**config.mk**
```make
export PLATFORM = sky130hd
export DESIGN_NAME = flash_writer
export DESIGN_NICKNAME = d
export VERILOG_FILES = /design/src/rtl/flash_writer.sv
export SDC_FILE = /design/constraint.sdc
export NUM_CORES = 1
export LEC_CHECK = 0
export BUFFER_PORTS_ARGS = -buffer_cell sky130_fd_sc_hd__buf_2
export CORE_MARGIN = 8
export CORE_UTILIZATION = 63
export CTS_CLUSTER_DIAMETER = 50
export DETAILED_ROUTE_END_ITERATION = 8
export GPL_TIMING_DRIVEN = 0
export PLACE_DENSITY_LB_ADDON = 0.2
export SETUP_SLACK_MARGIN = 0.3
export SLEW_MARGIN = 10
export SYNTH_ARGS = -nofsm -noshare
export SYNTH_HDL_FRONTEND = slang
export SYNTH_SLANG_ARGS = --single-unit
```
**constraint.sdc**
```tcl
create_clock -name clk -period 6.45 [get_ports clk]
set_clock_uncertainty 0.2 [all_clocks]
set_input_delay 0.645 -clock clk [delete_from_list [all_inputs] [get_ports clk]]
set_output_delay 0.645 -clock clk [all_outputs]
set_load 0.005 [all_outputs]
```
**src/rtl/flash_writer.sv**
```systemverilog
// SPI NOR programming engine: WREN, optional 4 KiB sector erase, page program,
// with status polling after each erase/program until the device reports not busy.
module flash_writer #(
    parameter int          MEMORY_LENGTH = 4,
    parameter int          CS_GAP        = 4,
    parameter logic [31:0] POLL_MAX      = 32'd1000000
) (
    input  logic                       clk,
    input  logic                       rst,
    input  logic                       start,
    input  logic                       erase,
    input  logic [23:0]                address,
    input  logic [MEMORY_LENGTH*8-1:0] dataBuffer,
    output logic                       busy,
    output logic                       done,
    output logic                       error,
    output logic [7:0]                 status,
    output logic                       flashClk,
    output logic                       flashMosi,
    output logic                       flashCs,
    input  logic                       flashMiso,
    output logic [3:0]                 o_dbg_state
);

    localparam int SHIFT_W = 32 + 8 * MEMORY_LENGTH;
    localparam int CNT_W   = $clog2(SHIFT_W + 1);
    localparam int GAP_W   = $clog2(CS_GAP + 1);

    typedef enum logic [3:0] {
        S_IDLE, S_CHECK, S_WREN, S_ERASE, S_PROGRAM, S_POLL,
        S_SEND, S_SEND_HI, S_READ, S_READ_HI, S_TAIL, S_CSUP, S_GAP, S_FINISH
    } state_t;

    state_t                     r_state;
    state_t                     r_op;
    state_t                     r_next;
    logic                       r_erase_phase;
    logic [23:0]                r_addr;
    logic [MEMORY_LENGTH*8-1:0] r_data;
    logic [SHIFT_W-1:0]         r_shift;
    logic [CNT_W-1:0]           r_bits;
    logic [7:0]                 r_rx;
    logic [31:0]                r_poll_cnt;
    logic [GAP_W-1:0]           r_gap;
    logic                       r_fail;
    logic                       r_busy;
    logic                       r_done;
    logic                       r_error;
    logic [7:0]                 r_status;
    logic                       r_clk;
    logic                       r_mosi;
    logic                       r_cs;

    logic [MEMORY_LENGTH*8-1:0] w_payload;
    logic [SHIFT_W-1:0]         w_prog_frame;
    logic [8:0]                 w_page_sum;

    // Byte 0 of the buffer goes on the wire first, so it lands in the top byte.
    always_comb begin
        w_payload = '0;
        for (int n = 0; n < MEMORY_LENGTH; n++) begin
            w_payload[(MEMORY_LENGTH-1-n)*8 +: 8] = r_data[n*8 +: 8];
        end
    end

    assign w_prog_frame = {8'h02, r_addr, w_payload};
    assign w_page_sum   = {1'b0, r_addr[7:0]} + 9'(MEMORY_LENGTH);

    always_ff @(posedge clk) begin
        if (rst) begin
            r_state       <= S_IDLE;
            r_op          <= S_IDLE;
            r_next        <= S_IDLE;
            r_erase_phase <= 1'b0;
            r_addr        <= '0;
            r_data        <= '0;
            r_shift       <= '0;
            r_bits        <= '0;
            r_rx          <= '0;
            r_poll_cnt    <= '0;
            r_gap         <= '0;
            r_fail        <= 1'b0;
            r_busy        <= 1'b0;
            r_done        <= 1'b0;
            r_error       <= 1'b0;
            r_status      <= '0;
            r_clk         <= 1'b0;
            r_mosi        <= 1'b0;
            r_cs          <= 1'b1;
        end else begin
            r_done  <= 1'b0;
            r_error <= 1'b0;
            case (r_state)
                S_IDLE: begin
                    if (start) begin
                        r_addr        <= address;
                        r_data        <= dataBuffer;
                        r_erase_phase <= erase;
                        r_fail        <= 1'b0;
                        r_busy        <= 1'b1;
                        r_state       <= S_CHECK;
                    end
                end
                S_CHECK: begin
                    if (w_page_sum > 9'd256) begin
                        r_error <= 1'b1;
                        r_busy  <= 1'b0;
                        r_state <= S_IDLE;
                    end else begin
                        // Guarantee the CS-high gap even right after a previous request.
                        r_gap   <= GAP_W'(CS_GAP - 2);
                        r_next  <= S_WREN;
                        r_state <= S_GAP;
                    end
                end
                S_WREN: begin
                    r_cs    <= 1'b0;
                    r_op    <= S_WREN;
                    r_shift <= {8'h06, {(SHIFT_W-8){1'b0}}};
                    r_bits  <= CNT_W'(8);
                    r_state <= S_SEND;
                end
                S_ERASE: begin
                    r_cs    <= 1'b0;
                    r_op    <= S_ERASE;
                    r_shift <= {8'h20, r_addr, {(SHIFT_W-32){1'b0}}};
                    r_bits  <= CNT_W'(32);
                    r_state <= S_SEND;
                end
                S_PROGRAM: begin
                    r_cs    <= 1'b0;
                    r_op    <= S_PROGRAM;
                    r_shift <= w_prog_frame;
                    r_bits  <= CNT_W'(SHIFT_W);
                    r_state <= S_SEND;
                end
                S_POLL: begin
                    r_cs    <= 1'b0;
                    r_op    <= S_POLL;
                    r_shift <= {8'h05, {(SHIFT_W-8){1'b0}}};
                    r_bits  <= CNT_W'(8);
                    r_state <= S_SEND;
                end
                S_SEND: begin
                    r_clk   <= 1'b0;
                    r_mosi  <= r_shift[SHIFT_W-1];
                    r_shift <= {r_shift[SHIFT_W-2:0], 1'b0};
                    r_bits  <= r_bits - CNT_W'(1);
                    r_state <= S_SEND_HI;
                end
                S_SEND_HI: begin
                    r_clk <= 1'b1;
                    if (r_bits == '0) begin
                        if (r_op == S_POLL) begin
                            r_bits  <= CNT_W'(8);
                            r_state <= S_READ;
                        end else begin
                            r_state <= S_TAIL;
                        end
                    end else begin
                        r_state <= S_SEND;
                    end
                end
                S_READ: begin
                    r_clk   <= 1'b0;
                    r_mosi  <= 1'b0;
                    r_bits  <= r_bits - CNT_W'(1);
                    r_state <= S_READ_HI;
                end
                S_READ_HI: begin
                    r_clk   <= 1'b1;
                    r_rx    <= {r_rx[6:0], flashMiso};
                    r_state <= (r_bits == '0) ? S_TAIL : S_READ;
                end
                S_TAIL: begin
                    r_clk   <= 1'b0;
                    r_mosi  <= 1'b0;
                    r_state <= S_CSUP;
                end
                S_CSUP: begin
                    r_cs    <= 1'b1;
                    r_gap   <= GAP_W'(CS_GAP - 2);
                    r_state <= S_GAP;
                    case (r_op)
                        S_WREN: r_next <= r_erase_phase ? S_ERASE : S_PROGRAM;
                        S_ERASE, S_PROGRAM: begin
                            r_poll_cnt <= '0;
                            r_next     <= S_POLL;
                        end
                        default: begin
                            r_status <= r_rx;
                            if (r_rx[0]) begin
                                if (r_poll_cnt == POLL_MAX - 32'd1) begin
                                    r_fail  <= 1'b1;
                                    r_state <= S_FINISH;
                                end else begin
                                    r_poll_cnt <= r_poll_cnt + 32'd1;
                                    r_next     <= S_POLL;
                                end
                            end else if (r_erase_phase) begin
                                r_erase_phase <= 1'b0;
                                r_next        <= S_WREN;
                            end else begin
                                r_state <= S_FINISH;
                            end
                        end
                    endcase
                end
                S_GAP: begin
                    if (r_gap == '0) r_state <= r_next;
                    else             r_gap   <= r_gap - GAP_W'(1);
                end
                S_FINISH: begin
                    r_done  <= ~r_fail;
                    r_error <= r_fail;
                    r_busy  <= 1'b0;
                    r_state <= S_IDLE;
                end
                default: r_state <= S_IDLE;
            endcase
        end
    end

    assign busy        = r_busy;
    assign done        = r_done;
    assign error       = r_error;
    assign status      = r_status;
    assign flashClk    = r_clk;
    assign flashMosi   = r_mosi;
    assign flashCs     = r_cs;
    assign o_dbg_state = r_state;

endmodule

```
==> results of run 1 <==
-- sequential cells by signal (all words and copies together), names as in the netlist, 3 cells and up --
register     count
r_data          32
r_next           3
o_dbg_state      4
r_poll_cnt      32
r_gap            3
r_rx             8
r_addr          24
r_bits           7
status           8
r_op             3
r_shift         64
-- cells in the final DEF (no fill, tap or decap), drive strengths merged, types with 3 or more instances in the layout --
master      n
inv        24
buf        90
a21oi     123
a222oi     56
o41ai       4
ha          4
o31ai      12
nand2     187
o21ai      26
nor2b       7
nand3      19
or3        15
nor4       14
nor3       16
a22oi       7
and3        6
nand4      18
a31o        4
a31oi       3
a211oi      3
o211ai     11
mux2i       3
clkinvlp    3
nand2b      6
xnor2       3
and2        3
clkbuf     90
o311ai      5
nand3b      3
nor2       96
or4        20
dfxtp     196
-- critical path: stages, from the launching register on --
cell,delay [ns]
dfxtp_1,0.32
clkbuf_1,0.20
nor2_1,0.61
and3_1,0.26
clkbuf_1,0.24
clkbuf_1,0.54
clkbuf_1,0.44
nand2_1,0.11
a21oi_1,0.13
-- metrics by stage --
stage	utilization (%)	power [uW]	instance area, um2	setup slack (ns)	cells
2_1_floorplan	-	2320	8250	4.05	1003
3_3_place_gp	68.0	2660	8860	3.46	1257
3_5_place_dp	68.0	2680	8860	3.40	1257
4_1_cts	72.3	3690	9420	3.37	1289
5_1_grt	72.3	3920	9420	3.07	1289
6_report	72.3	3720	9420	3.31	1289
-- final cells by class --
type | count | share of cell area [%]
Sequential cell | 196 | 41.7
Multi-Input combinational cell | 708 | 41.7
Clock inverter | 11 | 1.26
Inverter | 18 | 0.717
Clock buffer | 21 | 4.68
Buffer | 81 | 3.47
Timing Repair Buffer | 78 | 4.14
Tap cell | 176 | 2.34
-- report_power, final --
part	switching, uW	internal [uW]
logic	835	377
registers	117	1370
clock network	478	543
-- synth_stat cells (4+ instances only) --
| cell type | instances |
|---|---|
| a21oi_1 | 123 |
| buf_1 | 4 |
| a222oi_1 | 56 |
| and3_1 | 6 |
| nand2b_1 | 6 |
| dfxtp_1 | 196 |
| nor4_1 | 14 |
| nand3_1 | 19 |
| nor2b_1 | 7 |
| nand2_1 | 187 |
| ha_1 | 4 |
| or3_1 | 15 |
| or4_1 | 19 |
| o31ai_1 | 12 |
| nor3_1 | 16 |
| nor2_1 | 96 |
| o311ai_0 | 5 |
| a22oi_1 | 7 |
| o41ai_1 | 4 |
| clkbuf_1 | 69 |
| o211ai_1 | 11 |
| inv_1 | 18 |
| nand4_1 | 18 |
| a31o_2 | 4 |
| buf_2 | 6 |
| o21ai_0 | 26 |
-- metal layers --
layer	wire length, um	share of wire [%]	vias up
met3	1950	8.6	51
met5	8	0.035	-
met1	9870	44	3769
met2	10300	45	377
li1	-	-	3882
met4	538	2.4	2
-- cells by family (layout without fill, tap and decap cells) --
logic type	count (synthesis)	count (layout)	synth area share, %
compound gates	275	275	22.6
xor+xnor	3	3	0.319
fa+ha+maj	4	4	0.607
buf+inv	99	209	4.78
flops	196	196	47.6
mux	4	4	0.500
simple gates	422	422	23.6
-- worst max path at each step --
stage / start / end / depth (start not counted)
4_1_cts: o_dbg_state[2]$_SDFFE_PP0P_ / r_addr[8]$_SDFFE_PP0P_ / 8
2_1_floorplan: o_dbg_state[3]$_SDFFE_PP0P_ / r_poll_cnt[23]$_SDFFE_PP0P_ / 8
5_1_grt: o_dbg_state[2]$_SDFFE_PP0P_ / r_addr[8]$_SDFFE_PP0P_ / 8
6_report: o_dbg_state[2]$_SDFFE_PP0P_ / r_addr[8]$_SDFFE_PP0P_ / 8
3_3_place_gp: o_dbg_state[2]$_SDFFE_PP0P_ / r_addr[7]$_SDFFE_PP0P_ / 8
3_5_place_dp: o_dbg_state[2]$_SDFFE_PP0P_ / r_addr[8]$_SDFFE_PP0P_ / 8
==> impl_metrics.toml, run 1 <==
[grt]
grt_pass1_wl_mm = 37.2
grt_max_degree = 18
grt_util_met2_pct = 43.3
use_met1_pct = 35.7
grt-ovfl-total = 0
grt_pass1_vias = 7583
grt-busiest-layer = "met2"
antenna_found_initial = 1
use_met3_pct = 6.66
grt_usage_pct = 27.5

[clocking]
ctsHoldBuffers = 0
cts-htree-levels = 4
cts.path.max_buffers = 2
post_cts_resized = 0
clk_latency_ns = 0.44
clk_pin_slew_ns = 0.07
cts_tree = "done"
numCtsBuffers = 17
cts_num_sinks = 196
cts_setup_buffers = 0
cts-root-buf = "clkbuf_16"

[synth]
synth-edff-count = 0
synth_area_mm2 = 0.00825
ys_async_sr_fraction_pct = 0
synth-seq-cells = 196
yosysSeqAreaShare_pct = 47.6
synth.area.top_cells = "dfxtp_1, nand2_1, a21oi_1"
synth_cell_type_count = 59
yosys.area.top_type_share_pct = 47.6
postSynthAreaPerCell_um2 = 8.23
syn_nets = 1068
synth_cells = 1003
synth_warnings = 0
synth_area_leader_cell = "dfxtp_1"
synthFlopType = "dfxtp_1"

[routing]
wire_per_inst_um = 17.6
viasPerCell = 6.27
detail-route-antenna-nets = 0
vias = 8081
wl_mm = 22.6
drc = 20
drt-pass1-iter-count = 9
drt_iter0_drc = 995

[floorplan]
initial_core_util_pct = 63.3
coreArea_mm2 = 0.0130
die_w_um = 130
num_rows = 42
die_area_mm2 = 0.0170
die_y_um = 130
num_io_pins = 79

[power_and_ir_drop]
p_leak_uw = 0.00334
p_per_area_mw_per_mm2 = 395
peakVddDrop_mv = 0.272

[sta]
worst_pin_slew_ns = 0.952
hold_ws_ns = 0.232
fmax_mhz = 319
setup_viol = 0
relSlewSlack_pct = 35.9
rsz0062_at_grt = "no"
fin_crit_sh_pct = 48.7
min_period_ns = 3.14
fin_tns_setup_ns = 0
hold_viol = 0
slew_violations = 0

[setup_path]
worstPathMaxFanout = 10
setup.worst_path.end_class = "register"
reg2reg_depth = 8
r2r_start = "o_dbg_state[2]$_SDFFE_PP0P_"
rrSetupSlack_ns = 3.31
worst-setup-path-type = "register to register"
cp.arrival_ns = 3.31
crit_path_start_kind = "register"
r2r_end = "r_addr[8]$_SDFFE_PP0P_"
crit_required_ns = 6.62

[status]
violations = "DRC"
status = "finished with violations"

[layout]
syn2layout_area_growth_pct = 14.2
multiInputGateArea_mm2 = 0.00393
diodes = 0
nets = 1165
register_area_mm2 = 0.00392
nFillCells = 1132
drive_above_1_share_pct = 11.2

[placement]
dp_hpwl_mm = 15.7
gp_congestion = 0.967
port_buffers = 78

[worst_hold_path]
hold_end = "r_data[11]$_SDFFE_PP0P_"
hp-class = "input pin to register"
min_from = "dataBuffer[11]"
min_path_cells = 3

[run]
cap_violations = 0
Note: power is estimated with default switching activity, not from simulation.
==> run 2: changes to the inputs <==
--- a/config.mk
+++ b/config.mk
@@ -7,7 +7,7 @@
 export LEC_CHECK = 0
 export BUFFER_PORTS_ARGS = -buffer_cell sky130_fd_sc_hd__buf_2
 export CORE_MARGIN = 8
-export CORE_UTILIZATION = 63
+export CORE_UTILIZATION = 59
 export CTS_CLUSTER_DIAMETER = 50
 export DETAILED_ROUTE_END_ITERATION = 8
 export GPL_TIMING_DRIVEN = 0
==> constraint.sdc (replaced) <==
create_clock -name clk -period 3 [get_ports clk]
set_clock_uncertainty 0.2 [all_clocks]
set_input_delay 0.3 -clock clk [delete_from_list [all_inputs] [get_ports clk]]
set_output_delay 0.3 -clock clk [all_outputs]
set_load 0.005 [all_outputs]
==> run 2 against run 1 <==
The flow still finishes with violations (DRC). Via count rose by 2.7%. First-iteration DRC count rose by 1.0%. Critical endpoint is now r_poll_cnt[23]$_SDFFE_PP0P_. Critical path type unchanged. Setup slack got worse by 2.9 ns. Sequential share of layout area fell by 2.7 points. Power rose by 120%. Core utilization rose by 0.85 points. Cell area rose by 6.9%. Non-clock buffer count rose by 59. Largest cell class unchanged. Register-to-register slack got worse by 2.9 ns. Combinational power rose by 120%. Critical path depth fell by 1. Final cell count rose by 4.8%.
==> impl_metrics.toml, run 2 (synthesis results as in run 1) <==
[setup_path]
worst-setup-path-type = "register to register"
reg2reg_depth = 7
r2r_end = "r_poll_cnt[23]$_SDFFE_PP0P_"
crit_path_start_kind = "register"
cp_slowest_cell = "or3b_4"
r2r_start = "r_op[0]$_SDFFE_PP0P_"
setup.worst_path.end_class = "register"
worst_path_most_repeated_cell = "buf_2"
worstPathMaxFanout = 10
slowest_delay_ns = 0.47
path_buf_inv = 2
crit_required_ns = 3.10
cp_cell_sequence = "or3b_4 -> o211a_2 -> or4_1 -> buf_2 -> buf_2 -> o311ai_1 -> o41ai_1"
rrSetupSlack_ns = 0.38
cp.arrival_ns = 2.72
crit_family = "simple AND/OR/NAND/NOR gates"

[worst_hold_path]
min_path_cells = 4
hp-class = "input pin to register"
hold_end = "o_dbg_state[0]$_SDFFE_PP0P_"
min_from = "start"

[run]
cap_violations = 0

[layout]
syn2layout_area_growth_pct = 22.1
diodes = 0
layout_commonest_cell = "dfxtp_1"
drive_above_1_share_pct = 12.6
top_register = "r_shift"
nets = 1224
top_regs = "r_shift: 64 flops, r_data: 32 flops, r_poll_cnt: 32 flops"
multiInputGateArea_mm2 = 0.00397
nFillCells = 1089
largest_reg_flops = 64
register_area_mm2 = 0.00393
final_cell_mix = "dfxtp_1, nand2_1, a21oi_1"

[sta]
setup_viol = 0
worst_pin_slew_ns = 0.806
fin_crit_sh_pct = 87.3
rsz0062_at_grt = "no"
fmax_mhz = 382
slew_violations = 0
relSlewSlack_pct = 45.8
hold_viol = 0
fin_tns_setup_ns = 0
timing.final.ws_setup_ns = 0.381
min_period_ns = 2.62

[power_and_ir_drop]
p_leak_uw = 0.00362
p_per_area_mw_per_mm2 = 796
peakVddDrop_mv = 0.529
power_uw = 8010

[placement]
port_buffers = 78
post-place-ws_ns = -0.0444
gp_congestion = 0.972
dp_hpwl_mm = 15.7

[routing]
detail-route-antenna-nets = 0
wl_mm = 23.4
drt-pass1-iter-count = 9
drc = 1
viasPerCell = 6.14
vias = 8299
wire_per_inst_um = 17.3
drt_iter0_drc = 1005

[grt]
grt_pass1_vias = 7665
grt_max_degree = 17
grt_usage_pct = 25.7
grt_pass1_wl_mm = 37.9
antenna_found_initial = 1
grt-ovfl-total = 0

[clocking]
clk_latency_ns = 0.43
cts_num_sinks = 196
cts-htree-levels = 4
numCtsBuffers = 17
cts_setup_buffers = 0
cts.path.max_buffers = 2
cts-root-buf = "clkbuf_16"
clk_pin_slew_ns = 0.07
cts_tree = "done"

[status]
violations = "DRC"
status = "finished with violations"

[floorplan]
die_area_mm2 = 0.0180
die_y_um = 134
coreArea_mm2 = 0.0138
initial_core_util_pct = 59.9
num_rows = 43
num_io_pins = 79
die_w_um = 134
-- run 2: routing by layer --
metal,wire (um),track usage [%],share of wire [%]
met1,9720,32.3,42
met2,10900,40.7,47
met3,2280,7.18,9.7
met4,492,9.98,2.1
met5,11,0,0.047
-- run 2: how the worst max path moves through the flow --
stage	startpoint	endpoint	cells past startpoint	slack [ns]
after global routing	o_dbg_state[0]$_SDFFE_PP0P_	r_poll_cnt[9]$_SDFFE_PP0P_	9	0.27
after floorplan	o_dbg_state[3]$_SDFFE_PP0P_	r_poll_cnt[23]$_SDFFE_PP0P_	8	0.60
after global placement	o_dbg_state[2]$_SDFFE_PP0P_	r_data[30]$_SDFFE_PP0P_	8	0.006
final	r_op[0]$_SDFFE_PP0P_	r_poll_cnt[23]$_SDFFE_PP0P_	7	0.38
after CTS	r_op[2]$_SDFFE_PP0P_	r_poll_cnt[23]$_SDFFE_PP0P_	7	0.32
after detailed placement	o_dbg_state[3]$_SDFFE_PP0P_	r_poll_cnt[9]$_SDFFE_PP0P_	9	-0.04
-- run 2: report_power, final --
group	switching (uW)	internal, uW
Clock	996	1120
Sequential	263	2950
Combinational	1790	884
Total	3050	4960
-- run 2: final cells by class --
class / count / area share [%]
Multi-Input combinational cell: 708 / 39.5
Sequential cell: 196 / 39.0
Timing Repair Buffer: 137 / 9.74
Clock buffer: 21 / 4.67
Buffer: 81 / 3.50
Tap cell: 180 / 2.24
Clock inverter: 10 / 0.758
Inverter: 18 / 0.671
-- run 2: stage by stage --
step	area [um2]	instances	util, %	hold WS, ns
after global routing	10100	1351	73.1	0.213
after CTS	10000	1351	72.8	0.182
final	10100	1351	73.1	0.210
after global placement	8870	1261	64.4	0.242
after detailed placement	8870	1261	64.4	0.247
after floorplan	8250	1003	-	0.222
-- run 2: timing repair --
action | 4_1_cts | 5_1_grt
pin swaps | 0 | 0
endpoints found under the hold margin | 59 | 0
setup endpoints to repair | 55 | 58
cloned | 0 | 0
hold buffers | 59 | 0
gates resized for setup | 9 | 26
-- run 2: tightest hold or removal path: stages --
cell and delay [ns]:
buf_2 0.10, o22ai_1 0.10, nor2_1 0.16, o21a_1 0.14
==> run 3: changes to the inputs <==
--- a/config.mk
+++ b/config.mk
@@ -7,7 +7,8 @@
 export LEC_CHECK = 0
 export BUFFER_PORTS_ARGS = -buffer_cell sky130_fd_sc_hd__buf_2
 export CORE_MARGIN = 8
-export CORE_UTILIZATION = 59
+export CORE_UTILIZATION = 61
+export CTS_BUF_LIST = sky130_fd_sc_hd__clkbuf_8
 export CTS_CLUSTER_DIAMETER = 50
 export DETAILED_ROUTE_END_ITERATION = 8
 export GPL_TIMING_DRIVEN = 0
==> run 3 against run 2 <==
The run now ends clean. Die area is 2.9% lower. First-iteration DRC count is 12% lower. Critical path depth is 1 lower. Global-route usage is 1.5 points higher. Largest power group unchanged. Non-clock buffer count stayed put. Worst hold slack better by 0.013 ns. Flip-flop and latch count stayed put. Critical endpoint is now r_next[0]$_SDFFE_PP0P_. Combinational power is 1% higher. Clock-buffer cell count is 2 lower. Critical path type unchanged. Via count is 2.7% higher.
==> impl_metrics.toml, run 3 (synthesis results as in run 1) <==
[placement]
post-place-ws_ns = -0.0559
gp_congestion = 0.952
dp_hpwl_mm = 15.8
dpl.cell_count = 1257
place_area_mm2 = 0.00886
port_buffers = 78

[routing]
viasPerCell = 6.32
drt-pass1-iter-count = 9
wl_mm = 24.2
drc = 0
vias = 8519
wire_per_inst_um = 18.0
drt_iter0_drc = 886
detail-route-antenna-nets = 0

[worst_hold_path]
hp-class = "input pin to register"
min_path_cells = 4
min_from = "start"
hold_end = "o_dbg_state[2]$_SDFFE_PP0P_"

[layout]
largest_reg_flops = 64
syn2layout_area_growth_pct = 20.2
nets = 1224
layout_commonest_cell = "dfxtp_1"
finalInstanceArea_mm2 = 0.00992
drive_above_1_share_pct = 12.0
top_regs = "r_shift: 64 flops, r_data: 32 flops, r_poll_cnt: 32 flops"
utilization_pct = 74.9
multiInputGateArea_mm2 = 0.00397
final_cell_mix = "dfxtp_1, nand2_1, a21oi_1"
nFillCells = 1029
register_area_mm2 = 0.00393
top_register = "r_shift"
final_cells = 1348

[sta]
min_period_ns = 2.64
hold_viol = 0
worst_pin_slew_ns = 0.927
slew_violations = 0
fmax_mhz = 379
relSlewSlack_pct = 37.7
rsz0062_at_grt = "yes"
setup_viol = 0
fin_crit_sh_pct = 87.9
timing.final.ws_setup_ns = 0.362

[grt]
grt_usage_pct = 27.2
grt_max_degree = 17
grt_pass1_wl_mm = 39.4
antenna_found_initial = 1
grt_pass1_vias = 8135
grt-ovfl-total = 0

[power_and_ir_drop]
switching_share_pct = 39.0
p_int_uw = 4690
p_switching_uw = 3000
p_comb_share_pct = 35.4
p_leak_uw = 0.00358
p_per_area_mw_per_mm2 = 775
pwr-share-clk_pct = 22.8
peakVddDrop_mv = 0.531
power_frac_seq_pct = 41.8

[clocking]
cts-htree-levels = 4
cts_tree = "done"
cts-root-buf = "clkbuf_8"
clk_latency_ns = 0.48
cts.path.max_buffers = 2
cts_num_sinks = 196
clk_pin_slew_ns = 0.09
numCtsBuffers = 17

[setup_path]
crit_path_start_kind = "register"
worst-setup-path-type = "register to register"
reg2reg_depth = 6
r2r_start = "o_dbg_state[1]$_SDFFE_PP0P_"
cp.arrival_ns = 2.81
worstPathMaxFanout = 8
setup.worst_path.end_class = "register"
rrSetupSlack_ns = 0.36
r2r_end = "r_next[0]$_SDFFE_PP0P_"
crit_required_ns = 3.18

[floorplan]
num_rows = 42
die_w_um = 132
die_area_mm2 = 0.0175
initial_core_util_pct = 62.3
coreArea_mm2 = 0.0132
die_y_um = 132
num_io_pins = 79

[status]
status = "complete, no violations"

[run]
cap_violations = 0
run 3: cell count changes in the layout (fill, tap and decap cells not counted), sizes merged:
cell / before / now
inv: 19 / 23
bufinv: 0 / 3
clkbuf: 92 / 90
diode: 0 / 1
clkinvlp: 8 / 1
clkinv: 1 / 3
run 3: power groups by stage:
stage	logic [uW]	registers, uW	clock network, uW
2_1_floorplan	1810	3180	0
3_3_place_gp	2470	3240	0
3_5_place_dp	2500	3260	0
4_1_cts	2590	3200	1760
5_1_grt	2970	3250	1870
6_report	2720	3210	1750
run 3: how the worst max path moves through the flow:
| stage | startpoint | cells after the start | to | slack [ns] |
|---|---|---|---|---|
| 2_1_floorplan | o_dbg_state[3]$_SDFFE_PP0P_ | 8 | r_poll_cnt[23]$_SDFFE_PP0P_ | 0.60 |
| 3_3_place_gp | o_dbg_state[3]$_SDFFE_PP0P_ | 9 | r_poll_cnt[10]$_SDFFE_PP0P_ | -0.004 |
| 3_5_place_dp | o_dbg_state[2]$_SDFFE_PP0P_ | 8 | r_data[26]$_SDFFE_PP0P_ | -0.06 |
| 4_1_cts | o_dbg_state[3]$_SDFFE_PP0P_ | 8 | r_poll_cnt[23]$_SDFFE_PP0P_ | 0.32 |
| 5_1_grt | o_dbg_state[1]$_SDFFE_PP0P_ | 6 | r_next[2]$_SDFFE_PP0P_ | 0.23 |
| 6_report | o_dbg_state[1]$_SDFFE_PP0P_ | 6 | r_next[0]$_SDFFE_PP0P_ | 0.36 |
run 3: worst max-delay path, cell delays in order, from the launching register on:
cell	delay (ns)
dfxtp_1	0.52
and4b_1	0.23
clkbuf_1	0.36
nand3_1	0.33
nor4_2	0.55
nor3_1	0.12
a31o_2	0.23
run 3: through the flow:
| step | total power, uW | hold WS, ns | TNS (ns) |
|---|---|---|---|
| 6_report | 7690 | 0.222 | 0 |
| 5_1_grt | 8090 | 0.205 | 0 |
| 4_1_cts | 7550 | 0.186 | 0 |
| 3_5_place_dp | 5760 | 0.248 | -0.395 |
| 3_3_place_gp | 5710 | 0.242 | -0.00405 |
| 2_1_floorplan | 4990 | 0.222 | 0 |
run 3: layout make-up:
| class | instances | share of cell area (%) |
|---|---|---|
| diodes | 1 | 0.0252 |
| plain buffers | 81 | 3.52 |
| clock buffers | 19 | 2.64 |
| clock inverters | 12 | 1.41 |
| inverters | 18 | 0.681 |
| multi-input cells | 708 | 40.0 |
| flip-flops and latches | 196 | 39.6 |
| well taps | 176 | 2.22 |
| repair buffers | 137 | 9.89 |
run 3: routing by layer:
| layer | global-route usage, % | part of all wire, % |
|---|---|---|
| met3 | 7.05 | 8.8 |
| met5 | 0 | 0 |
| met2 | 44.6 | 47 |
| met4 | 10.6 | 2.8 |
| met1 | 33.4 | 41 |
run 3: timing repair:
action | CTS | global route
setup endpoints to repair | 63 | 56
gates resized for setup | 9 | 20
hold buffers | 59 | 0
endpoints found under the hold margin | 59 | 0
buffers inserted | 0 | 0
pin swaps | 0 | 0
